### config.mk
export PLATFORM = sky130hd
export DESIGN_NAME = out_display
export DESIGN_NICKNAME = d
export VERILOG_FILES = /design/src/rtl/out_display_pkg.sv /design/src/rtl/out_display_bcd_to_seg7.sv /design/src/rtl/out_display.sv
export SDC_FILE = /design/constraint.sdc
export NUM_CORES = 1
export LEC_CHECK = 0
export CAP_MARGIN = 0
export CORE_MARGIN = 5
export CORE_UTILIZATION = 45
export CTS_BUF_LIST = sky130_fd_sc_hd__clkbuf_4 sky130_fd_sc_hd__clkbuf_8
export DETAILED_ROUTE_END_ITERATION = 12
export GPL_ROUTABILITY_DRIVEN = 1
export GPL_TIMING_DRIVEN = 0
export HOLD_SLACK_MARGIN = 0.1
export PLACE_DENSITY_LB_ADDON = 0.2
export SLEW_MARGIN = 20
export SYNTH_ARGS = -nofsm -noshare
export SYNTH_HDL_FRONTEND = slang
export SYNTH_SLANG_ARGS = --single-unit
export TNS_END_PERCENT = 5
### constraint.sdc
create_clock -name mclk -period 1.5 [get_ports mclk]
set_input_delay 0.3 -clock mclk [delete_from_list [all_inputs] [get_ports mclk]]
set_output_delay 0.3 -clock mclk [all_outputs]
set_load 0.02 [all_outputs]
### src/rtl/out_display_pkg.sv
// Shared definitions for the out_display slice: active-low 7-segment
// patterns ({g,f,e,d,c,b,a}), converter FSM states and a sizing helper.
package out_display_pkg;

    localparam logic [6:0] SEG_0     = 7'h40;
    localparam logic [6:0] SEG_1     = 7'h79;
    localparam logic [6:0] SEG_2     = 7'h24;
    localparam logic [6:0] SEG_3     = 7'h30;
    localparam logic [6:0] SEG_4     = 7'h19;
    localparam logic [6:0] SEG_5     = 7'h12;
    localparam logic [6:0] SEG_6     = 7'h02;
    localparam logic [6:0] SEG_7     = 7'h78;
    localparam logic [6:0] SEG_8     = 7'h00;
    localparam logic [6:0] SEG_9     = 7'h10;
    localparam logic [6:0] SEG_BLANK = 7'h7F;

    typedef enum logic [1:0] {
        IDLE    = 2'd0,
        CONVERT = 2'd1,
        COMMIT  = 2'd2
    } state_t;

    // Number of decimal digits needed to show 2^width-1.
    function automatic int unsigned min_digits(input int unsigned width);
        longint unsigned maxv;
        int unsigned     n;
        maxv = (64'd1 << width) - 64'd1;
        n    = 1;
        for (int unsigned i = 0; i < 20; i++) begin
            if (maxv >= 64'd10) begin
                maxv = maxv / 64'd10;
                n    = n + 1;
            end
        end
        return n;
    endfunction

endpackage

### src/rtl/out_display_bcd_to_seg7.sv
// Combinational BCD nibble to active-low 7-segment pattern decoder.
// Codes 10..15 never occur in valid BCD and decode to all segments off.
module bcd_to_seg7
    import out_display_pkg::*;
(
    input  logic [3:0] bcd,
    output logic [6:0] seg
);

    // Pattern lookup for one digit
    always_comb begin
        seg = SEG_BLANK;
        case (bcd)
            4'd0:    seg = SEG_0;
            4'd1:    seg = SEG_1;
            4'd2:    seg = SEG_2;
            4'd3:    seg = SEG_3;
            4'd4:    seg = SEG_4;
            4'd5:    seg = SEG_5;
            4'd6:    seg = SEG_6;
            4'd7:    seg = SEG_7;
            4'd8:    seg = SEG_8;
            4'd9:    seg = SEG_9;
            default: seg = SEG_BLANK;
        endcase
    end

endmodule

### src/rtl/out_display.sv
// Output-register display driver: sequential double-dabble binary->BCD
// conversion feeding a continuously scanned, common-anode 7-segment display.
// Runs on every mclk edge so the display stays alive while the CPU is halted.
// Optional macro OUT_DISPLAY_BLANK_EN: blank leading-zero digits (digit 0
// is never blanked; blanked anodes still strobe).
module out_display
    import out_display_pkg::*;
#(
    parameter int unsigned WIDTH    = 8,
    parameter int unsigned DIGITS   = 3,
    parameter int unsigned SCAN_DIV = 1024
)
(
    input  logic                  mclk,
    input  logic                  rst_n,
    input  logic [WIDTH-1:0]      i_data,
    output logic [4*DIGITS-1:0]   o_bcd,
    output logic                  o_busy,
    output logic [6:0]            o_seg,
    output logic [DIGITS-1:0]     o_an
);

    localparam int unsigned BCD_W  = 4 * DIGITS;
    localparam int unsigned BIT_W  = $clog2(WIDTH + 1);
    localparam int unsigned SCAN_W = $clog2(SCAN_DIV);
    localparam int unsigned IDX_W  = (DIGITS > 1) ? $clog2(DIGITS) : 1;

    if (DIGITS < min_digits(WIDTH)) begin : g_bad_digits
        $error("out_display: DIGITS too small to represent 2^WIDTH-1");
    end
    if (SCAN_DIV < 2) begin : g_bad_scan
        $error("out_display: SCAN_DIV must be at least 2");
    end

    // Converter state
    state_t                   state, state_nxt;
    logic [WIDTH-1:0]         last_val, last_nxt;
    logic [WIDTH-1:0]         shreg, sh_nxt;
    logic [BCD_W-1:0]         scratch, scr_nxt;
    logic [BCD_W-1:0]         adj;
    logic [BCD_W+WIDTH-1:0]   dd_shift;
    logic [BIT_W-1:0]         bit_cnt, bit_nxt;
    logic [BCD_W-1:0]         bcd_nxt;
    logic                     busy_nxt;

    // Scanner state
    logic [SCAN_W-1:0]        scan_cnt;
    logic [IDX_W-1:0]         idx;
    logic [3:0]               cur_nib;
    logic [6:0]               dec_seg;
    logic [6:0]               seg_nxt;
    logic [DIGITS-1:0]        an_nxt;

    // FSM state register
    always_ff @(posedge mclk or negedge rst_n) begin
        if (!rst_n) state <= IDLE;
        else        state <= state_nxt;
    end

    // Double-dabble correction: add 3 to every scratch nibble >= 5
    always_comb begin
        adj = scratch;
        for (int unsigned d = 0; d < DIGITS; d++) begin
            if (scratch[4*d +: 4] >= 4'd5)
                adj[4*d +: 4] = scratch[4*d +: 4] + 4'd3;
        end
    end

    // Next-state and datapath next values for the converter
    always_comb begin
        state_nxt = state;
        last_nxt  = last_val;
        sh_nxt    = shreg;
        scr_nxt   = scratch;
        bit_nxt   = bit_cnt;
        bcd_nxt   = o_bcd;
        busy_nxt  = o_busy;
        dd_shift  = {adj, shreg} << 1;
        case (state)
            IDLE: begin
                if (i_data != last_val) begin
                    sh_nxt    = i_data;
                    scr_nxt   = '0;
                    last_nxt  = i_data;
                    bit_nxt   = BIT_W'(WIDTH);
                    busy_nxt  = 1'b1;
                    state_nxt = CONVERT;
                end
            end
            CONVERT: begin
                scr_nxt = dd_shift[BCD_W+WIDTH-1:WIDTH];
                sh_nxt  = dd_shift[WIDTH-1:0];
                bit_nxt = bit_cnt - 1'b1;
                if (bit_cnt == BIT_W'(1))
                    state_nxt = COMMIT;
            end
            COMMIT: begin
                bcd_nxt   = scratch;
                busy_nxt  = 1'b0;
                state_nxt = IDLE;
            end
            default: state_nxt = IDLE;
        endcase
    end

    // Converter datapath and registered conversion outputs
    always_ff @(posedge mclk or negedge rst_n) begin
        if (!rst_n) begin
            last_val <= '0;
            shreg    <= '0;
            scratch  <= '0;
            bit_cnt  <= '0;
            o_bcd    <= '0;
            o_busy   <= 1'b0;
        end else begin
            last_val <= last_nxt;
            shreg    <= sh_nxt;
            scratch  <= scr_nxt;
            bit_cnt  <= bit_nxt;
            o_bcd    <= bcd_nxt;
            o_busy   <= busy_nxt;
        end
    end

    // Select the nibble for the digit currently being scanned
    always_comb begin
        cur_nib = '0;
        for (int unsigned d = 0; d < DIGITS; d++) begin
            if (idx == IDX_W'(d))
                cur_nib = o_bcd[4*d +: 4];
        end
    end

    bcd_to_seg7 u_dec (
        .bcd (cur_nib),
        .seg (dec_seg)
    );

`ifdef OUT_DISPLAY_BLANK_EN
    logic lead_zero;

    // Blank a digit when it and every digit above it are zero (never digit 0)
    always_comb begin
        lead_zero = 1'b1;
        for (int unsigned d = 0; d < DIGITS; d++) begin
            if ((32'(idx) <= d) && (o_bcd[4*d +: 4] != 4'd0))
                lead_zero = 1'b0;
        end
        seg_nxt = ((idx != '0) && lead_zero) ? SEG_BLANK : dec_seg;
    end
`else
    // All digits decoded, leading zeros shown
    always_comb begin
        seg_nxt = dec_seg;
    end
`endif

    // One-hot active-low anode for the current digit
    always_comb begin
        an_nxt = '1;
        for (int unsigned d = 0; d < DIGITS; d++) begin
            if (idx == IDX_W'(d))
                an_nxt[d] = 1'b0;
        end
    end

    // Scan timing; anode and segments register together from the same index
    always_ff @(posedge mclk or negedge rst_n) begin
        if (!rst_n) begin
            scan_cnt <= '0;
            idx      <= '0;
            o_seg    <= SEG_BLANK;
            o_an     <= '1;
        end else begin
            o_seg <= seg_nxt;
            o_an  <= an_nxt;
            if (scan_cnt == SCAN_W'(SCAN_DIV - 1)) begin
                scan_cnt <= '0;
                idx      <= (idx == IDX_W'(DIGITS - 1)) ? '0 : idx + 1'b1;
            end else begin
                scan_cnt <= scan_cnt + 1'b1;
            end
        end
    end

endmodule

==> metrics.md <==
| Metric | Value |
|---|---|
| Sw Ratio | 34.3% |
| Mean post-synth cell area | between 10 and 15 um^2 |
| Buffer levels on the longest clock path | 2 |
| P_int | approximately 5.4 mW |
| FMAX | approximately 600 MHz |
| Sink Count | 69 |
| WL met2 | between 3 and 4 mm |
| Number of setup violations in the final report | 27 |
| Top cells by area, synth | dfrtp_1 46%, dfstp_2 8.1%, mux2_2 6.3% |
| Nature of the critical path endpoint | flip-flop |
| Clock skew | slightly below 0.009 ns |
| Static leakage | about 1.9 nW |
| CTS tree | built |
| Distinct cells, synth | 43 |
| Synth Cell Area | between 3000 and 4000 um^2 |
| Worst setup margin | -0.163 ns |
| Global-route usage over all layers | 14.7% |
| Worst Setup Path Type | flip-flop to flip-flop |
| Antenna cells | 0 |
| Die W | 94.8 um |
| Min Hold Slack | approximately 0.31 ns |
| Vias | ~2,300 |
| Seq pwr share | 36.7% |
| Worst path arrival time | 1.88 ns |
| Ys Warns | 0 |
| I/O pin cnt | 33 |
| Later-pin clock latency in the skew report | 0.33 ns |
| Max transition margin | between 70% and 80% |
| RSZ-0062 raised after global routing | yes |
| Final Hold Violating Endpoints | 0 |
| Commonest cells in the synthesized netlist | 59 x dfrtp_1, 29 x nand2_1, 18 x mux2_2, 18 x o21ai_0, 16 x xnor2_1 |
| Async SR Flop Fraction | 100% |
| Total Routed Length | 6.44 mm |
| Clock power frac | around 23% |
| Outcome | finished, violations left |
| Core region area | 7140 um^2 |
| CP Max Fanout | 7 |
| Final global-route overflow total | 0 |
| Fin util | between 50% and 60% |
| Routed len/inst | between 10 and 15 um |
| Worst hold path class | input port to flip-flop |
| CTS Root Cell | clkbuf_8 |
| Input/output buffers | 32 |
| Peak supply drop | 1.10 mV |
| Worst slack, placed | -0.873 ns |
| Clock transition at path regs | around 0.070 ns |
| Largest net degree at the start of global routing | 37 |
| Via-per-instance ratio | a little over 5 |
| CTS Buf Count | 9 |
| Slew at the pin closest to its max-slew limit | approximately 0.43 ns |
| CP startpoint | last_val[0] |
| Die height | approximately 95 um |
| Vias in the first global route | ~2,200 |
| Inst Count DP | between 400 and 500 |
| DP Area | 3690 um^2 |
| Wire length on met1 | slightly below 3 mm |
| Min Clock Period, post-route | around 1.7 ns |
| CP startpoint kind | flip-flop |
| Max Cap Viol | 0 |
| Nets | between 300 and 400 |
| Synth top area share | 45.7% |
| Layout cells sized above 1 | between 20% and 30% |
| Number of synthesized flops with an enable pin | 0 |
| Setup TNS | -2.33 ns |
| Floorplan row count | 31 |
| Finished Layout Cells | approximately 440 |
| Residual DRC | 0 |
| Iter 0 DRT Violations | 53 |
| Final period util | 111% |
| H-tree levels | 3 |
| Reg2Reg Launch Point | last_val[0] |
| Flops & latches, synth | 69 |
| Initial antenna violation count | 0 |
| Pwr dens | 1940 nW/um^2 |
| Slew Limit Fails | 0 |
| Most used DFF post-synth | dfrtp_1 |
| Post-route cell area | roughly 4200 um^2 |
| Critical Path RT | approximately 1.7 ns |
| Overall Power | 8.20 mW |
| Synthesized instance count | 282 |
| Sequential fraction of the synthesis area | a little over half |
| First-pass GRT wire length | just over 10 mm |
| Met3 WL | about 260 um |
| Drt pass-1 iters | 4 |
| Initial core utilization | a little under half |
| Logic gate share of total power | 40.7% |
| Sw power | ~2.8 mW |
| Full die area | around 9000 um^2 |
| Count leader, synth | dfrtp_1 |
| Syn-to-layout area delta | 30.7% |
| Failing checks | setup timing |
| Post-DP HPWL | ~4.3 mm |
| Syn Nets | just over 300 |
| GPL Wtd Cong | 0.847 |
| Final antenna-violating net count | 0 |
| Top routing layer used | met4 |
| Worst Hold Launch | i_data[1] |
| Synth area leader | dfrtp_1 |
[kinds of logic (layout without fill, tap and decap cells)]
kind of cell,Yosys count,in the layout,share of synthesized area (%)
adder cells (fa/ha/maj),10,10,3.87
AND/OR/NAND/NOR,76,76,12.4
flip-flops,69,69,53.8
AO/OA/AOI/OAI,58,58,12.5
XOR/XNOR,22,22,5.96
buffers and inverters,24,87,3.68
multiplexers,23,23,7.82
[layout make-up]
cell class                      instances  area (um^2)
Tap cell                               99          124
Multi-Input combinational cell        189         1520
Clock buffer                           12          153
Inverter                               12         47.5
Sequential cell                        69         1740
Timing Repair Buffer                   47          452
Buffer                                 12         97.6
Fill cell                             618         2910
Clock inverter                          4         95.1
[worst paths after layout]
kind,cells past startpoint,slack [ns],endpoint
worst max-delay path,6,-0.16,shreg[7]
worst min-delay path,2,0.31,last_val[1]
worst max register to register,6,-0.16,shreg[7]
worst min register to register,1,0.48,scan_cnt[0]
max in group asynchronous,3,0.51,scratch[8]
min in group asynchronous,2,0.44,scan_cnt[6]
[placed cells by master (no fill, tap or decap), types with 5 or more instances in the layout]
cell type / instances
ha_1: 6
nand4_1: 6
clkdlybuf4s15_1: 7
buf_4: 12
inv_1: 8
mux2_2: 16
xor2_1: 6
buf_6: 6
o22ai_1: 5
nor2_1: 8
dfstp_2: 10
xnor2_1: 16
o21ai_0: 13
nand2b_1: 6
a221o_1: 7
dfrtp_1: 59
nand2_1: 29
dlygate4sd2_1: 21
clkbuf_8: 10
and2_1: 9
[critical path: stages (launching register included)]
cell	delay [ns]
dfrtp_1	0.39
xnor2_1	0.18
nand4_1	0.17
o21a_1	0.24
buf_6	0.14
buf_8	0.12
a221o_1	0.33
[timing repair]
action                                  CTS  global route
endpoints found under the setup margin   69            54
endpoints found under the hold margin    23             0
pin swaps                                 9            21
cloned                                    0             1
gates resized for setup                  46            45
buffers inserted                          2            10
hold buffers                              1             0
[power groups by stage]
stage	Sequential, mW	Combinational (mW)	Clock, mW
finish	3.01	3.34	1.85
global route	3.09	3.67	1.97
CTS	2.98	2.92	1.89
detailed placement	3.00	2.95	0
global placement	2.99	2.86	0
floorplan	3.13	1.86	0
[flip-flops by register name, summed over array words and instances (netlist names)]
name      count
bit_cnt       4
idx           2
last_val      8
o_an          3
o_bcd        12
o_busy        1
o_seg         7
scan_cnt     10
scratch      12
shreg         8
state         2
[metal layers]
layer	up-vias	global-route usage, %
li1	1117	-
met3	10	3.03
met2	43	23.7
met1	1112	18.8
met5	-	0
met4	0	7.45
Note: power is estimated with default switching activity, not from simulation.
